## config.mk

```make
export PLATFORM = sky130hd
export DESIGN_NAME = eth_tx_arbiter
export DESIGN_NICKNAME = d
export VERILOG_FILES = /design/src/rtl/eth_tx_arbiter_pkg.sv /design/src/rtl/eth_tx_arbiter_if.sv /design/src/rtl/eth_tx_arbiter_skid_buffer.sv /design/src/rtl/eth_tx_arbiter.sv
export SDC_FILE = /design/constraint.sdc
export NUM_CORES = 1
export LEC_CHECK = 0
export CAP_MARGIN = 20
export CORE_UTILIZATION = 48
export CTS_CLUSTER_SIZE = 14
export DETAILED_ROUTE_END_ITERATION = 12
export MAX_ROUTING_LAYER = met4
export PLACE_DENSITY = 0.9
export SETUP_SLACK_MARGIN = 0.05
export SYNTH_ARGS = -nofsm -noshare
export SYNTH_HDL_FRONTEND = slang
export SYNTH_SLANG_ARGS = --single-unit
export TNS_END_PERCENT = 1
```

## constraint.sdc

```tcl
create_clock -name i_clk -period 1.9 [get_ports i_clk]
set_input_delay 0.19 -clock i_clk [delete_from_list [all_inputs] [get_ports i_clk]]
set_output_delay 0.19 -clock i_clk [all_outputs]
set_load 0.05 [all_outputs]
```

## src/rtl/eth_tx_arbiter_pkg.sv

```systemverilog
// rtl/eth_tx_arbiter_pkg.sv - shared widths, FSM state type and source-pick helpers for eth_tx_arbiter
package eth_tx_arb_pkg;

    localparam int AXIS_DATA_W = 32;
    localparam int AXIS_KEEP_W = 4;
    localparam int FRAME_CNT_W = 16;
    localparam int MAX_SRC     = 4;

    typedef enum logic {
        IDLE = 1'b0,
        PASS = 1'b1
    } arb_state_e;

    typedef logic [1:0] src_idx_t;

    typedef struct packed {
        logic [AXIS_DATA_W-1:0] tdata;
        logic [AXIS_KEEP_W-1:0] tkeep;
        logic                   tlast;
    } axis_beat_t;

    // First requester strictly after ptr, wrapping; ptr itself is checked last.
    function automatic src_idx_t rr_pick(input logic [MAX_SRC-1:0] req, input src_idx_t ptr, input int n);
        int s;
        rr_pick = ptr;
        for (int i = MAX_SRC; i >= 1; i--) begin
            s = int'(ptr) + i;
            if (s >= n) begin
                s = s - n;
            end
            if (i <= n && req[s[1:0]]) begin
                rr_pick = src_idx_t'(s);
            end
        end
    endfunction

    function automatic src_idx_t prio_pick(input logic [MAX_SRC-1:0] req, input int n);
        prio_pick = '0;
        for (int i = MAX_SRC - 1; i >= 0; i--) begin
            if (i < n && req[i]) begin
                prio_pick = src_idx_t'(i);
            end
        end
    endfunction

endpackage

```

## src/rtl/eth_tx_arbiter_if.sv

```systemverilog
// rtl/eth_tx_arbiter_if.sv - single-lane AXIS stream bundle used between arbiter stages and toward the MAC
interface eth_tx_arbiter_if;
    import eth_tx_arb_pkg::*;

    logic [AXIS_DATA_W-1:0] tdata;
    logic [AXIS_KEEP_W-1:0] tkeep;
    logic                   tvalid;
    logic                   tlast;
    logic                   tready;

    modport master (
        output tdata,
        output tkeep,
        output tvalid,
        output tlast,
        input  tready
    );

    modport slave (
        input  tdata,
        input  tkeep,
        input  tvalid,
        input  tlast,
        output tready
    );

endinterface

```

## src/rtl/eth_tx_arbiter_skid_buffer.sv

```systemverilog
// rtl/eth_tx_arbiter_skid_buffer.sv - two-entry registered AXIS skid buffer (data, keep, last)
module axis_skid_buffer
    import eth_tx_arb_pkg::*;
(
    input  logic             i_clk,
    input  logic             i_reset_n,
    eth_tx_arbiter_if.slave  s_axis,
    eth_tx_arbiter_if.master m_axis
);

    axis_beat_t r_out;
    axis_beat_t r_skid;
    logic       r_out_valid;
    logic       r_skid_valid;

    axis_beat_t w_in;
    logic       w_in_acc;
    logic       w_load_out;

    assign w_in       = {s_axis.tdata, s_axis.tkeep, s_axis.tlast};
    // Upstream ready depends only on skid occupancy, so no combinational path from m_axis.tready.
    assign s_axis.tready = ~r_skid_valid;
    assign w_in_acc      = s_axis.tvalid & ~r_skid_valid;
    assign w_load_out    = ~r_out_valid | m_axis.tready;

    always_ff @(posedge i_clk or negedge i_reset_n) begin
        if (!i_reset_n) begin
            r_out        <= '0;
            r_skid       <= '0;
            r_out_valid  <= 1'b0;
            r_skid_valid <= 1'b0;
        end else if (w_load_out) begin
            if (r_skid_valid) begin
                r_out        <= r_skid;
                r_out_valid  <= 1'b1;
                r_skid_valid <= 1'b0;
            end else begin
                r_out_valid <= w_in_acc;
                if (w_in_acc) begin
                    r_out <= w_in;
                end
            end
        end else if (w_in_acc) begin
            r_skid       <= w_in;
            r_skid_valid <= 1'b1;
        end
    end

    assign m_axis.tdata  = r_out.tdata;
    assign m_axis.tkeep  = r_out.tkeep;
    assign m_axis.tlast  = r_out.tlast;
    assign m_axis.tvalid = r_out_valid;

endmodule

```

## src/rtl/eth_tx_arbiter.sv

```systemverilog
// rtl/eth_tx_arbiter.sv - frame-granular AXIS arbiter for MAC TX; ETH_TX_ARB_STRICT_PRIO_EN selects fixed priority
module eth_tx_arbiter
    import eth_tx_arb_pkg::*;
#(
    parameter int NUM_SRC = 2,
    parameter int OUT_REG = 1
) (
    input  logic                           i_clk,
    input  logic                           i_reset_n,
    input  logic [NUM_SRC*AXIS_DATA_W-1:0] s00_axis_tdata,
    input  logic [NUM_SRC*AXIS_KEEP_W-1:0] s00_axis_tkeep,
    input  logic [NUM_SRC-1:0]             s00_axis_tvalid,
    input  logic [NUM_SRC-1:0]             s00_axis_tlast,
    output logic [NUM_SRC-1:0]             s00_axis_tready,
    output logic [AXIS_DATA_W-1:0]         m00_axis_tdata,
    output logic [AXIS_KEEP_W-1:0]         m00_axis_tkeep,
    output logic                           m00_axis_tvalid,
    output logic                           m00_axis_tlast,
    input  logic                           m00_axis_tready,
    output logic [NUM_SRC-1:0]             o_grant,
    output logic [NUM_SRC*FRAME_CNT_W-1:0] o_frame_count
);

    arb_state_e                     r_state;
    arb_state_e                     w_state_nxt;
    logic [NUM_SRC-1:0]             r_grant;
    logic [NUM_SRC-1:0]             w_grant_nxt;
    src_idx_t                       r_gidx;
    src_idx_t                       w_gidx_nxt;
    src_idx_t                       r_rr_ptr;
    src_idx_t                       w_rr_nxt;
    src_idx_t                       w_pick;
    logic [MAX_SRC-1:0]             w_req;
    logic [MAX_SRC-1:0]             w_pick_onehot;
    logic [NUM_SRC*FRAME_CNT_W-1:0] r_frame_count;
    axis_beat_t                     w_mux_beat;
    logic                           w_mux_valid;
    logic                           w_out_ready;
    logic                           w_beat_acc;
    logic                           w_frame_done;

    eth_tx_arbiter_if w_arb_if ();
    eth_tx_arbiter_if w_out_if ();

    assign w_req = MAX_SRC'(s00_axis_tvalid);

`ifdef ETH_TX_ARB_STRICT_PRIO_EN
    assign w_pick = prio_pick(w_req, NUM_SRC);
`else
    assign w_pick = rr_pick(w_req, r_rr_ptr, NUM_SRC);
`endif

    assign w_pick_onehot = MAX_SRC'(1) << w_pick;

    // Grant is one-hot, so OR-ing the selected lane is a plain mux; nothing passes while idle.
    always_comb begin
        w_mux_beat  = '0;
        w_mux_valid = 1'b0;
        for (int k = 0; k < NUM_SRC; k++) begin
            if (r_grant[k]) begin
                w_mux_beat.tdata = s00_axis_tdata[k*AXIS_DATA_W +: AXIS_DATA_W];
                w_mux_beat.tkeep = s00_axis_tkeep[k*AXIS_KEEP_W +: AXIS_KEEP_W];
                w_mux_beat.tlast = s00_axis_tlast[k];
                w_mux_valid      = s00_axis_tvalid[k];
            end
        end
    end

    assign w_beat_acc      = (r_state == PASS) & w_mux_valid & w_out_ready;
    assign s00_axis_tready = (r_state == PASS && w_out_ready) ? r_grant : '0;

    always_ff @(posedge i_clk or negedge i_reset_n) begin
        if (!i_reset_n) begin
            r_state  <= IDLE;
            r_grant  <= '0;
            r_gidx   <= '0;
            r_rr_ptr <= src_idx_t'(NUM_SRC - 1);
        end else begin
            r_state  <= w_state_nxt;
            r_grant  <= w_grant_nxt;
            r_gidx   <= w_gidx_nxt;
            r_rr_ptr <= w_rr_nxt;
        end
    end

    always_comb begin
        w_state_nxt  = r_state;
        w_grant_nxt  = r_grant;
        w_gidx_nxt   = r_gidx;
        w_rr_nxt     = r_rr_ptr;
        w_frame_done = 1'b0;
        case (r_state)
            IDLE: begin
                if (|s00_axis_tvalid) begin
                    w_state_nxt = PASS;
                    w_gidx_nxt  = w_pick;
                    w_grant_nxt = w_pick_onehot[NUM_SRC-1:0];
                end
            end
            PASS: begin
                // Grant is only released by an accepted tlast; a silent owner keeps it.
                if (w_beat_acc && w_mux_beat.tlast) begin
                    w_state_nxt  = IDLE;
                    w_grant_nxt  = '0;
                    w_rr_nxt     = r_gidx;
                    w_frame_done = 1'b1;
                end
            end
            default: begin
                w_state_nxt = IDLE;
                w_grant_nxt = '0;
            end
        endcase
    end

    always_ff @(posedge i_clk or negedge i_reset_n) begin
        if (!i_reset_n) begin
            r_frame_count <= '0;
        end else if (w_frame_done) begin
            for (int k = 0; k < NUM_SRC; k++) begin
                if (r_grant[k]) begin
                    r_frame_count[k*FRAME_CNT_W +: FRAME_CNT_W] <=
                        r_frame_count[k*FRAME_CNT_W +: FRAME_CNT_W] + FRAME_CNT_W'(1);
                end
            end
        end
    end

    assign w_arb_if.tdata  = w_mux_beat.tdata;
    assign w_arb_if.tkeep  = w_mux_beat.tkeep;
    assign w_arb_if.tlast  = w_mux_beat.tlast;
    assign w_arb_if.tvalid = w_mux_valid;
    assign w_out_ready     = w_arb_if.tready;
    assign w_out_if.tready = m00_axis_tready;

    generate
        if (OUT_REG != 0) begin : g_out_reg
            axis_skid_buffer u_skid (
                .i_clk     (i_clk),
                .i_reset_n (i_reset_n),
                .s_axis    (w_arb_if),
                .m_axis    (w_out_if)
            );
        end else begin : g_out_comb
            assign w_out_if.tdata  = w_arb_if.tdata;
            assign w_out_if.tkeep  = w_arb_if.tkeep;
            assign w_out_if.tlast  = w_arb_if.tlast;
            assign w_out_if.tvalid = w_arb_if.tvalid;
            assign w_arb_if.tready = w_out_if.tready;
        end
    endgenerate

    assign m00_axis_tdata  = w_out_if.tdata;
    assign m00_axis_tkeep  = w_out_if.tkeep;
    assign m00_axis_tvalid = w_out_if.tvalid;
    assign m00_axis_tlast  = w_out_if.tlast;
    assign o_grant         = r_grant;
    assign o_frame_count   = r_frame_count;

endmodule

```

## After elaboration in Yosys (flattened, before gate mapping)

Cells that the tools add are included.
Widths: inputs -> output; s select.

| word-level totals | value |
|---|---|
| memories | 0 |
| logic and storage cells | 73 |
| ROM bits | 0 |
| register bits | 115 |
| memory bits (writable) | 0 |
| bits in latches | 0 |

| cells by class | value |
|---|---|
| add/sub/neg operators | 6 |
| divide/modulo/power cells | 0 |
| bitwise gates (word level) | 8 |
| order comparisons | 4 |
| multiplexer cells | 26 |
| multiply operators | 0 |
| eq/ne operators | 2 |
| reductions and logical operators | 12 |
| shift operators | 1 |

Operators by type and width:

| operator | count |
|---|---|
| $mux 37 | 4 |
| $add 16x1->16 const B | 2 |
| $mux 2 | 7 |
| $reduce_and 2->1 | 7 |
| $mux 1 | 11 |
| $ge 3x2->1 const B | 2 |
| $lt 2x3->1 const B | 2 |
| $bmux 1 s2 | 2 |
| $not 1->1 | 4 |
| $pmux 2 s2 | 1 |
| $reduce_bool 2->1 | 2 |
| $sub 2x2->2 const B | 2 |
| $add 2x1->3 const B | 1 |
| $add 2x2->3 const B | 1 |
| $and 1x1->1 | 3 |
| $logic_and 1x1->1 | 2 |
| $ne 2x1->1 const B | 1 |
| $ne 2x2->1 const B | 1 |
| $pmux 1 s2 | 1 |
| $reduce_or 2->1 | 1 |
| $shl 1x2->2 const A | 1 |
| $or 1x1->1 | 1 |

## Depth between registers and ports, before layout

Gate-level depths: netlist (run 1).

| logic depth | value |
|---|---|
| depth in word-level cells | 10 |
| gate-level depth with buffers | 7 |
| depth with buffers taken out | 5 |

## Modules after synthesis

Synthesis (run 1) repeated with hierarchy kept, for this count alone.

| unflattened totals | value |
|---|---|
| cell total of the unflattened synthesis | 416 |
| area, all modules | 5770.5 µm² |

Modules (own cells, without submodules):

| module | area each (µm²) | cells each | instances |
|---|---|---|---|
| axis_skid_buffer | 3539.6 | 206 | 1 |
| eth_tx_arbiter | 2230.9 | 210 | 1 |

## Worst setup path before layout (run 1)

Ideal clock, no wire load.

| path | value |
|---|---|
| path type | flip-flop to flip-flop |
| start | reg r_grant[1], in the netlist o_grant[1] |
| end | reg r_rr_ptr[1] |
| stages on the path, launching flop included | 7 |
| library setup time | 0.125 ns |
| slack | -0.389 ns |
| required time | 1.775 ns |
| arrival | 2.164 ns |
| cell sequence | dfrtp_1 -> buf_2 -> nand3b_1 -> inv_1 -> nand3_1 -> o31ai_1 -> mux2_2 |

| on the way | value |
|---|---|
| cells in the longest elaborated chain, start to end | 5 |
| elaborated cells between the ends (all ways) | 6 |

RTL lines:

| what | RTL line | text |
|---|---|---|
| start, declared | eth_tx_arbiter.sv:26 | `logic [NUM_SRC-1:0] r_grant;` |
| start signal, assigned | eth_tx_arbiter.sv:80 | `r_grant <= w_grant_nxt;` |
| $mux 1 | eth_tx_arbiter.sv:60 | `if (r_grant[k]) begin` |
| $and 1x1->1 (2 in series) | eth_tx_arbiter.sv:69 | `assign w_beat_acc = (r_state == PASS) & w_mux_valid & w_out_ready;` |
| $logic_and 1x1->1 * | eth_tx_arbiter.sv:102 | `if (w_beat_acc && w_mux_beat.tlast) begin` |
| $reduce_and 2->1 (no source line) * | -- |  |
| end signal, assigned | eth_tx_arbiter.sv:77 | `r_rr_ptr <= src_idx_t'(NUM_SRC - 1);` |
| end signal, assigned | eth_tx_arbiter.sv:82 | `r_rr_ptr <= w_rr_nxt;` |
| end, declared | eth_tx_arbiter.sv:30 | `src_idx_t r_rr_ptr;` |

Every way passes the cells marked *; elsewhere a longest branch is shown, timed or not.
A chain may end at the register's enable or synchronous reset.

## Final worst setup path (run 1)

| path | value |
|---|---|
| start | reg r_grant[1], in the netlist o_grant[1] |
| end | reg g_out_reg.u_skid.r_out (netlist bit g_out_reg.u_skid.m_axis.tdata[0]) |

| on the way | value |
|---|---|
| cells in the longest elaborated chain, start to end | 4 |
| elaborated cells between the ends (all ways) | 7 |

RTL lines:

| what | RTL line | text |
|---|---|---|
| $mux 1 | eth_tx_arbiter.sv:60 |  |
| $and 1x1->1 | eth_tx_arbiter_skid_buffer.sv:23 | `assign w_in_acc = s_axis.tvalid & ~r_skid_valid;` |
| $reduce_bool 2->1 (no source line) | -- |  |
| $reduce_and 2->1 (no source line) | -- |  |
| end signal, assigned | eth_tx_arbiter_skid_buffer.sv:34 | `r_out <= r_skid;` |
| end signal, assigned | eth_tx_arbiter_skid_buffer.sv:40 | `r_out <= w_in;` |
| end, declared | eth_tx_arbiter_skid_buffer.sv:11 | `axis_beat_t r_out;` |

Several ways; a longest one is shown, not always the timed one. The select of a mux whose other input is x is not followed.

==> results of run 1 <==
[synthesized netlist by cell type, drive strengths merged (6+ instances only)]
master and count:
xnor2 24, nand2 17, mux2i 37, nor2 46, mux2 42, a22oi 37, buf 23, nand3 19
xor2 6, nand4 10, inv 44, a21oi 42, dfrtp 114
[worst reg2reg max path, cell delays in order (launching register included)]
cell and delay [ns]:
dfrtp_2 0.42, buf_6 0.14, nand3b_1 0.17, and3b_2 0.27
a21oi_4 0.15, buf_12 0.16, clkbuf_16 0.16, mux2_2 0.34
[logic make-up after synthesis]
family                   share of synthesized area [%]
AO/OA/AOI/OAI                                     10.8
XOR/XNOR                                          4.84
adder cells (fa/ha/maj)                          0.461
buffers and inverters                             5.54
flip-flops                                        53.1
multiplexers                                      15.5
AND/OR/NAND/NOR                                   9.71
[power breakdown]
part           internal (mW)  leakage (nW)  total, mW  switching (mW)
registers               3.28          1.46       3.86           0.575
logic                   2.36          2.00       5.63            3.27
clock network           1.98         0.280       3.19            1.21
[cell type report]
| class | count | area share, % |
|---|---|---|
| inverter | 44 | 2.07 |
| clock inverter | 14 | 1.87 |
| timing repair buffer | 189 | 24.3 |
| sequential | 115 | 35.4 |
| tap | 140 | 2.15 |
| multi-input combinational | 311 | 28.9 |
| clock buffer | 18 | 5.38 |
[per-stage QoR]
step / cell area, um^2 / total power, mW / setup WS, ns / hold slack, ns
floorplan: 5450 / 7.19 / 0.00438 / -0.106
global placement: 7290 / 8.76 / -0.0207 / 0.158
detailed placement: 7290 / 9.04 / -0.0676 / 0.163
CTS: 7890 / 12.3 / 0.00296 / 0.273
global route: 8160 / 13.3 / -0.0506 / 0.318
finish: 8160 / 12.7 / -0.0271 / 0.276
[layout by cell type, fill, tap and decap left out, drive strengths merged, types with 3 or more instances in the layout]
master / Yosys / routed
a21oi: 42 / 42
clkdlybuf4s50: 0 / 117
dlygate4sd2: 0 / 22
nor4: 3 / 3
nor2: 46 / 46
mux2: 42 / 42
xnor2: 24 / 24
inv: 44 / 47
nor3: 3 / 3
nand4: 10 / 10
dfrtp: 114 / 114
xor2: 6 / 6
a22oi: 37 / 37
nand3b: 3 / 3
clkinvlp: 0 / 5
dlymetal6s2s: 0 / 9
nand2: 17 / 17
nand3: 19 / 19
and3: 3 / 3
buf: 23 / 36
mux2i: 37 / 37
clkbuf: 2 / 22
clkinv: 0 / 4
[timing repair]
item | 4_1_cts | 5_1_grt
pin swaps | 1 | 6
cloned | 1 | 4
endpoints found under the setup margin | 59 | 69
hold endpoints to repair | 30 | 0
buffers inserted | 0 | 10
resized for setup | 24 | 31
hold buffers | 1 | 0
[how the worst max path moves through the flow]
stage	from	end	slack (ns)	cells after the start
after floorplan	o_grant[1]	r_rr_ptr[1]	0.004	6
after global placement	s00_axis_tlast[1]	o_frame_count[12]	-0.02	5
after detailed placement	s00_axis_tvalid[1]	g_out_reg.u_skid.m_axis.tdata[0]	-0.07	6
after CTS	o_grant[1]	s00_axis_tready[1]	0.003	4
after global routing	o_grant[1]	o_frame_count[11]	-0.05	8
final	o_grant[1]	g_out_reg.u_skid.m_axis.tdata[0]	-0.03	7
[routing by layer]
| layer | vias to the layer above | wire length [um] | GRT usage (%) |
|---|---|---|---|
| met1 | 2271 | 6130 | 31.5 |
| met5 | - | 0 | - |
| met3 | 40 | 1050 | 5.85 |
| met4 | 0 | 382 | 10.0 |
| li1 | 2089 | - | - |
| met2 | 227 | 8110 | 48.1 |
[flip-flops by register name (all words and copies together), names as in the netlist]
register	count
o_grant	2
g_out_reg.u_skid.r_skid	37
r_gidx	2
g_out_reg.u_skid.r_skid_valid	1
r_rr_ptr	2
g_out_reg.u_skid.m_axis.tlast	1
o_frame_count	32
g_out_reg.u_skid.m_axis.tvalid	1
g_out_reg.u_skid.m_axis.tkeep	4
g_out_reg.u_skid.m_axis.tdata	32
r_state	1
==> results.md, run 1 <==
Worst setup path:
- Counting both buffers and inverters, the worst setup path holds a total of 3.
- In this run the critical register-to-register path is captured at g_out_reg.u_skid.m_axis.tdata[0].
- The endpoint kind of the worst setup timing path is a flip-flop.
- The cell class contributing the biggest share of worst-path delay is buffers and inverters.
- The maximum fanout along the worst path is 6.
- In this run the critical register-to-register path is launched from o_grant[1].
- The master of the slowest instance on the critical path is dfrtp_2.
- The required time of the critical path is 2.19 ns.
- The kind of critical path is flip-flop to flip-flop.
- In this run the register-to-register setup slack is -0.03 ns.
- The worst setup path is launched from a flip-flop.
- The depth of the most critical reg-to-reg path is 7.
- The data arrival time at the worst-slack endpoint is 2.21 ns.
- The largest stage delay on the critical path is 0.42 ns.
- The critical path goes through buf_6 > nand3b_1 > and3b_2 > a21oi_4 > buf_12 > clkbuf_16 > mux2_2.

Cells and area:
- Once layout is complete, the cells apart from fillers number 831.
- The signed area change from the synthesized netlist to the final layout is 50.4%.
- The final layout net count is 759.
- The filler cells instantiated in the layout total 701.
- The area of the multi-input gates is 2360 um^2.
- The fraction of layout instances using a drive strength above 1 is 19.7%.
- The repair_antennas step left the layout with diodes totalling 0.
- Registers take roughly 2900 um^2.
- The utilization of the core after routing is 74.6%.

Place:
- The global placer's final weighted congestion is 0.818.
- After legalization and detailed placement, the total HPWL measured 9.73 mm.
- The cell count after placement is 783.
- The quantity of I/O buffers inserted on ports is about 150.

Power:
- The power density over the cells is 1550 nW/um^2.
- Across the VDD grid, the largest voltage drop is 0.940 mV.
- The leakage dissipation is around 3.7 nW.

Die:
- For this configuration, the core starts out at a cell density of about half.
- The area of the die is 11700 um^2.
- The floorplan has 38 rows.
- From left edge to right edge, the die measures 108 um.
- 153 I/O pins were placed.
- The placeable core area is 10900 um^2.
- The vertical die dimension is 108 um.

STA:
- The number of max-slew violations in the final report is 0.
- In the finished design, the share of the clock period the worst path needs comes to 101%.
- Setup violations remaining at the end of the flow were counted as 22.
- The transition time at the pin with the least slew margin is 0.673 ns.
- The number of hold violations in the final report is 0.
- The clock arrives with 0.00908 ns of skew.
- The worst path in the final design needs a cycle of 1.93 ns, including I/O delays and setup.
- The worst slew margin relative to its limit is 55.0%.
- For this run, the top clock speed supported by timing is 0.519 GHz.
- Setup repair after global routing could not meet its margin everywhere.
- The accumulated negative setup slack is -0.264 ns.
- Setup slack on the critical path of the routed design comes to -0.0271 ns.

Yosys:
- The share of the yosys chip area belonging to registers is 53.1%.
- Yosys printed 0 warnings.
- The flip-flop and latch count after synthesis is between 100 and 150.
- Counting flops with an async set or reset pin after synthesis yields a share of 100%.
- The count of distinct cell types in the synthesized netlist is 39.
- The top cell type by area accounts for a little over half of the synthesized area.
- The cell type contributing the most total cell area after synthesis is dfrtp_1.
- The number of standard cells after synthesis is 494.
- After synthesis, the mean cell area works out to approximately 11 um^2.
- Yosys mapped a number of flops with a built-in enable equal to 0.
- The cell area that synthesis handed to floorplanning was 5420 um^2.
- Sorting the synthesized cells by area gives the leading types as dfrtp_1, mux2_2, mux2i_1, a22oi_1, xnor2_1.
- The number of nets in the synthesized netlist is 575.
- The dominant register cell in the synthesized netlist is dfrtp_1.

CTS:
- Clock-pin slew was measured on the worst setup and hold paths at 0.06 ns.
- The H-tree was split into 4 levels.
- The root buffer cell is clkbuf_16.
- The deepest clock path buffer count is 2.
- The TritonCTS clock tree is yes.
- The worst-skew pair later-pin latency is 0.41 ns.
- Clock tree synthesis inserted a total of 17 buffers.
- The number of clock sinks is 115.

Hold path:
- The tightest min-delay check is of the primary input to asynchronous set/reset pin type.

Routing:
- After detailed routing, the number of remaining DRC violations is 0.
- The via count of the routed design is 4627.
- Using the TritonRoute via totals, the vias-per-cell ratio works out to 5.57.
- The remaining number of nets flagged by the antenna check after routing is 0.
- The first detailed-routing pass took 5 iterations.
- The wire length after detailed routing is 15.7 mm.
- After the first detailed-routing iteration, the DRC count stood at 234.
- In the final routed layout, each cell accounts on average for between 15 and 20 um.

Global routing:
- The total routing usage reported by global routing is 27.7%.
- The number of global-route vias before repair is 4787.
- Entering global routing, the biggest net connects 52 pins.
- The global-route wire length before repair is about 24 mm.
- The sum of overflow across all layers after global routing is 0.
- The number of antenna violations at the first check in global routing was 0.

Status:
- The flow ran to the end, but the final reports show violations.
- The final reports fail on setup timing.

Job:
- Max-cap violations in this run came to 0.
Note: power is estimated with default switching activity, not from simulation.
==> run 2, diff against run 1 <==
Settings changed: SLEW_MARGIN set to 5.
Clock period 1.9 ns to 1.8 ns, I/O delays scaled along.
==> results.md, run 2 (synthesized netlist as in run 1, its figures left out) <==
Worst setup path:
- Data on the critical path arrives at its endpoint at 2.09 ns.
- The kind of critical path is flip-flop to flip-flop.
- The sort of element at the start of the critical path is a flip-flop.
- The startpoint identified for the worst register-to-register timing path is o_grant[1].
- Data on the critical path is required at its endpoint by 2.10 ns.
- The critical path starts at o_grant[1].
- Of all nets on the critical path, the largest fanout is 8.
- The worst setup path is captured at a flip-flop.

Place:
- Summed over all nets, the half-perimeter wirelength after detailed placement is 9.34 mm.
- The quantity of I/O buffers inserted on ports is 152.
- The global placer's final weighted congestion is 0.815.
- Before CTS, the worst setup slack after placement is -0.173 ns.

Cells and area:
- The register with the most flip-flops in the layout has 37 of them.
- In the layout the commonest cells are dfrtp_1, clkdlybuf4s50_1, dlygate4sd2_1.
- The signed area change from the synthesized netlist to the final layout is 50.7%.
- The final layout net count is roughly 750.
- g_out_reg.u_skid.r_skid holds more flip-flops than any other register.
- The repair_antennas step left the layout with diodes totalling 0.
- The fraction of layout instances using a drive strength above 1 is about a fifth.
- The library cell used most frequently in the layout, excluding fill and tap cells, is dfrtp_1.

Power:
- The leakage dissipation is 3.86 nW.
- The power density over the cells is roughly 1600 nW/um^2.
- The sum of internal, switching and leakage power is between 10 and 15 mW.
- The worst-case IR drop observed on VDD is 1.08 mV.

CTS:
- The TritonCTS clock tree is yes.
- The deepest clock path buffer count is 2.
- The clock buffer count from CTS is 17.
- The worst-skew pair later-pin latency is 0.41 ns.
- After clock tree synthesis, the clock-pin slew on the worst setup and hold paths is 0.06 ns.
- The number of clock sinks is 115.
- The root buffer cell chosen for the clock tree is clkbuf_16.
- CTS built an H-tree with a depth of 4.

Routing:
- The detailed-route wire length per cell is 18.1 um.
- The detailed-routing iteration count for the pre-antenna-repair pass is 5.
- In the final routing, the length of wire on met1 measures 6.01 mm.
- The routed design uses 7.55 mm of met2 wire.
- The detail-routed via count per cell is approximately 5.6.
- In this run the top signal layer used is met4.
- The remaining number of nets flagged by the antenna check after routing is 0.
- Detailed routing placed a total of ~1.1 mm of wire on met3.
- The violation count after the first detailed-routing iteration is 213.
- In the routed design, unresolved DRC markers number 0.
- For this block, the via count after detailed routing is approximately 4600.
- The wire length after detailed routing is around 15 mm.

STA:
- The final count of negative-setup-slack endpoints is 0.
- The time the worst path needs with I/O delays and setup is 1.80 ns.
- The number of hold violations in the final report is 0.
- Summed over all failing endpoints, the final setup total negative slack is 0 ns.
- The maximum clock skew at final layout is around 0.0073 ns.
- The worst pin sits at a relative slew slack of 62.4%.
- Setup repair after global routing could not meet its margin everywhere.
- The portion of the clock cycle consumed by the worst path in the final layout is 100%.
- The setup slack after layout is 0.000450 ns.
- The number of max-slew violations in the final report is 0.
- At the pin with the least slew margin, the transition time is about 0.56 ns.
- The minimum hold slack is 0.300 ns.
- The highest clock rate is roughly 0.56 GHz.

Global routing:
- Summed over all layers, the global routing overflow is 0.
- The number of global-route vias before repair is 4678.
- The number of antenna violations at the first check in global routing is 0.
- The global-route wire length before repair is between 20 and 25 mm.
- The largest net degree at the start of global routing is 66.
- Global routing consumed, over all layers together, 25.7% of the routing resources.

Die:
- The horizontal die dimension is 108 um.
- The die covers about 12000 um^2.
- The placeable core area is roughly 11000 um^2.
- Row generation in the floorplan step produced 38 rows.
- The vertical die dimension is 108 um.
- The initial utilization of the core area, before any placement, comes to 49.6%.
- The number of top-level pins is between 150 and 200.

Job:
- The number of maximum-capacitance constraint violations is 0.

Hold path:
- The class of the worst hold path is primary input to asynchronous set/reset pin.

Status:
- The run finished with clean final reports.
[run 2: through the flow]
stage,instances,util [%],area [um^2]
after floorplan,494,-,5470
after global placement,783,67.0,7320
after detailed placement,783,67.0,7320
after CTS,816,71.7,7840
after global routing,825,74.8,8180
final,825,74.8,8180
[run 2: worst paths after layout]
path	endpoint	slack, ns	depth (start not counted)
max in group asynchronous	r_rr_ptr[0]	1.14	3
worst min register to register	o_frame_count[31]	0.46	1
worst max register to register	g_out_reg.u_skid.m_axis.tdata[28]	0.0004	6
min in group i_clk	o_frame_count[31]	0.46	1
worst max-delay path	g_out_reg.u_skid.m_axis.tdata[28]	0.0004	6
worst min-delay path	g_out_reg.u_skid.m_axis.tkeep[0]	0.30	3
[run 2: layout make-up]
class                   instances  area, um^2
clock buffers                  20         457
clock inverters                12         133
fillers                       713        2760
inverters                      44         169
multi-input cells             310        2460
flip-flops and latches        115        2890
well taps                     140         175
repair buffers                184        1900
[run 2: what timing repair did]
action                     in CTS  in global routing
pin swaps                       1                  4
buffers inserted                0                  5
cloned                          0                  4
hold buffers                    1                  0
hold endpoints to repair      114                  0
setup endpoints to repair      95                 81
gates resized for setup        63                 51
[run 2: routing by layer]
metal / global-route usage (%) / up-vias
met5: - / -
met4: 11.2 / 0
met3: 6.99 / 31
met2: 42.4 / 195
met1: 29.4 / 2324
li1: - / 2078
[run 2: power breakdown]
| part | leakage [nW] | switching, mW | total, mW | internal [mW] |
|---|---|---|---|---|
| Clock | 0.270 | 1.19 | 3.30 | 2.10 |
| Combinational | 2.13 | 3.48 | 5.91 | 2.43 |
| Sequential | 1.46 | 0.606 | 4.07 | 3.47 |
| Total | 3.86 | 5.27 | 13.3 | 8.01 |
[run 2: worst max-delay path, stage by stage, from the launching register on]
cell,delay (ns)
dfrtp_2,0.46
nand3b_1,0.19
and3b_2,0.26
a21oi_4,0.14
buf_12,0.16
clkbuf_16,0.17
mux2_4,0.31
==> run 3, diff against run 2 <==
Settings changed: SKIP_CTS_REPAIR_TIMING set to 1.
==> results.md, run 3 (synthesized netlist as in run 1, its figures left out) <==
CTS:
- The later pin in the worst-skew pair is clocked with a latency of 0.41 ns.
- Clock tree synthesis inserted a total of 17 buffers.
- TritonCTS built the clock tree.
- The deepest level of the CTS H-tree is 4.
- The deepest clock path buffer count is 2.
- After clock tree synthesis, the clock-pin slew on the worst setup and hold paths is 0.06 ns.
- The number of clock sinks is 115.
- The root buffer cell is clkbuf_16.

Cells and area:
- The register with the most flip-flops in the layout has 37 of them.
- After routing the design area is 8120 um^2.
- The finished layout holds slightly above 800 standard cells, fillers aside.
- Leaving out fill and tap cells, the most frequent cell in the layout is dfrtp_1.
- 0 antenna diodes ended up in the layout.
- In the layout the commonest cells are dfrtp_1, clkdlybuf4s50_1, dlymetal6s2s_1.
- The utilization of the core after routing is 74.3%.
- The final layout net count is 744.
- The fraction of layout instances using a drive strength above 1 is between 10% and 20%.
- Ranked by flip-flop count, first place goes to g_out_reg.u_skid.r_skid.
- Compared with the post-synthesis result, the final layout area differs by 49.8%.

Routing:
- In the final routed layout, each cell accounts on average for between 15 and 20 um.
- The remaining number of nets flagged by the antenna check after routing is 0.
- Summed over all layers, the routed wires come to 14.2 mm.
- The remaining routing DRC violations is 0.
- The pre-antenna-repair detailed-routing pass consisted of 4 iterations.
- The via count of the routed design is about 4500.
- The violation count after the first detailed-routing iteration is 183.
- Dividing the detail-routed via count by the number of cells gives 5.47.

Power:
- The leakage dissipation is 4.45 nW.
- The worst supply voltage drop on vdd is ~1.1 mV.
- Summing internal, switching and leakage power gives 12.8 mW.
- In this run the power density over the cells is ~1600 nW/um^2.

Place:
- The number of placed instances, taps included, is ~800.
- The global placer's final weighted congestion is 0.815.
- The detailed placer's ending HPWL is just over 9 mm.
- After detailed placement, the total cell area comes to 7320 um^2.
- In this run the tool buffered the top-level ports with between 150 and 200 buffer cells.

Status:
- The final reports fail on setup timing.
- The run finished, with violations left.

Global routing:
- The total overflow left after global routing is 0.
- The number of global-route vias before repair came to 4671.
- The total routing usage reported by global routing is 25.6%.
- The global-route wire length before repair is about 22 mm.
- The number of antenna violations at the first check in global routing is 0.
- Entering global routing, the biggest net connects 66 pins.

STA:
- The worst slew margin relative to its limit is 61.4%.
- The number of hold violations in the final report is 0.
- The setup slack after layout is -0.0982 ns.
- Final hold analysis gives a worst-case slack of a little under 0.3 ns.
- The smallest clock period supported by the final layout is computed as ~1.9 ns.
- The maximum clock skew at final layout is 0.0117 ns.
- Setup violations remaining at the end of the flow were counted as 24.
- The portion of the clock cycle consumed by the worst path in the final layout is 105%.
- For the pin with the worst max-slew slack, the measured transition is 0.565 ns.
- The number of max-slew violations in the final report is 0.
- Setup repair after global routing could not meet its margin everywhere.
- Derived from the worst setup path, the maximum achievable clock frequency is roughly 0.53 GHz.

Worst setup path:
- The worst register-to-register path has a depth of 6.
- The worst register-to-register path ends at o_frame_count[26].
- The required time of the critical path is about 1.6 ns.
- The start point of the critical path is o_grant[1].
- The startpoint of the worst-slack reg-to-reg timing path is o_grant[1].
- Following the worst setup path forward leads to its endpoint at s00_axis_tready[1].
- The sort of element at the start of the critical path is a flip-flop.
- The kind of critical path is flip-flop to primary output.
- STA puts the critical path data arrival time at 1.72 ns.
- The worst setup path is captured at a primary output.
- In this run the worst path has a maximum fanout of 9.
- The worst reg-to-reg setup slack is -0.05 ns.

Die:
- The area of the die is 11700 um^2.
- The initial utilization of the core area, before any placement, comes to 49.6%.
- From left edge to right edge, the die measures about 110 um.
- The placeable core area is 10900 um^2.
- In this run the core area contains 38 standard-cell rows.
- For this design the top-level I/O count stands at 153.
- The die is 108 um tall.

Job:
- Max-cap violations in this run came to 0.

Hold path:
- The min-delay analysis places its worst path in the category primary input to asynchronous set/reset pin.
-- run 3: critical path, cell delays in order, from the launching register on --
cell	delay [ns]
dfrtp_2	0.48
buf_4	0.17
nand3b_1	0.25
clkinvlp_4	0.22
buf_12	0.18
-- run 3: through the flow --
step	worst slack [ns]	TNS, ns
final	-0.0982	-0.368
after global placement	-0.103	-3.23
after global routing	-0.173	-2.63
after detailed placement	-0.173	-7.07
after CTS	-0.107	-1.93
after floorplan	-0.0712	-2.03
-- run 3: how the worst min path moves through the flow --
stage               startpoint                               end  slack [ns]
finish               i_reset_n  g_out_reg.u_skid.m_axis.tkeep[0]        0.29
detailed placement   i_reset_n        g_out_reg.u_skid.r_skid[3]        0.20
CTS                  i_reset_n  g_out_reg.u_skid.m_axis.tkeep[0]       -0.25
global placement     i_reset_n        g_out_reg.u_skid.r_skid[1]        0.19
floorplan            i_reset_n  g_out_reg.u_skid.m_axis.tdata[0]       -0.12
global route         i_reset_n  g_out_reg.u_skid.m_axis.tkeep[0]        0.32
-- run 3: cell type report --
class	instances	area [um^2]
Clock buffer	20	457
Clock inverter	12	133
Fill cell	681	2810
Inverter	44	169
Multi-Input combinational cell	310	2310
Sequential cell	115	2890
Tap cell	140	175
Timing Repair Buffer	175	1990
-- run 3: where the power goes --
part / internal [mW] / leakage, nW / total, mW / switching [mW]
sequential: 3.47 / 1.46 / 4.07 / 0.607
clock: 2.10 / 0.270 / 3.29 / 1.18
combinational: 2.20 / 2.73 / 5.47 / 3.27
total: 7.77 / 4.45 / 12.8 / 5.06
-- run 3: per-layer routing --
layer  vias to the layer above  track usage, %  wire length, um
li1                       2059               -                -
met2                       160            42.1             7480
met5                         -               -                0
met4                         0            11.2              217
met3                        19            6.99              913
met1                      2222            29.5             5570
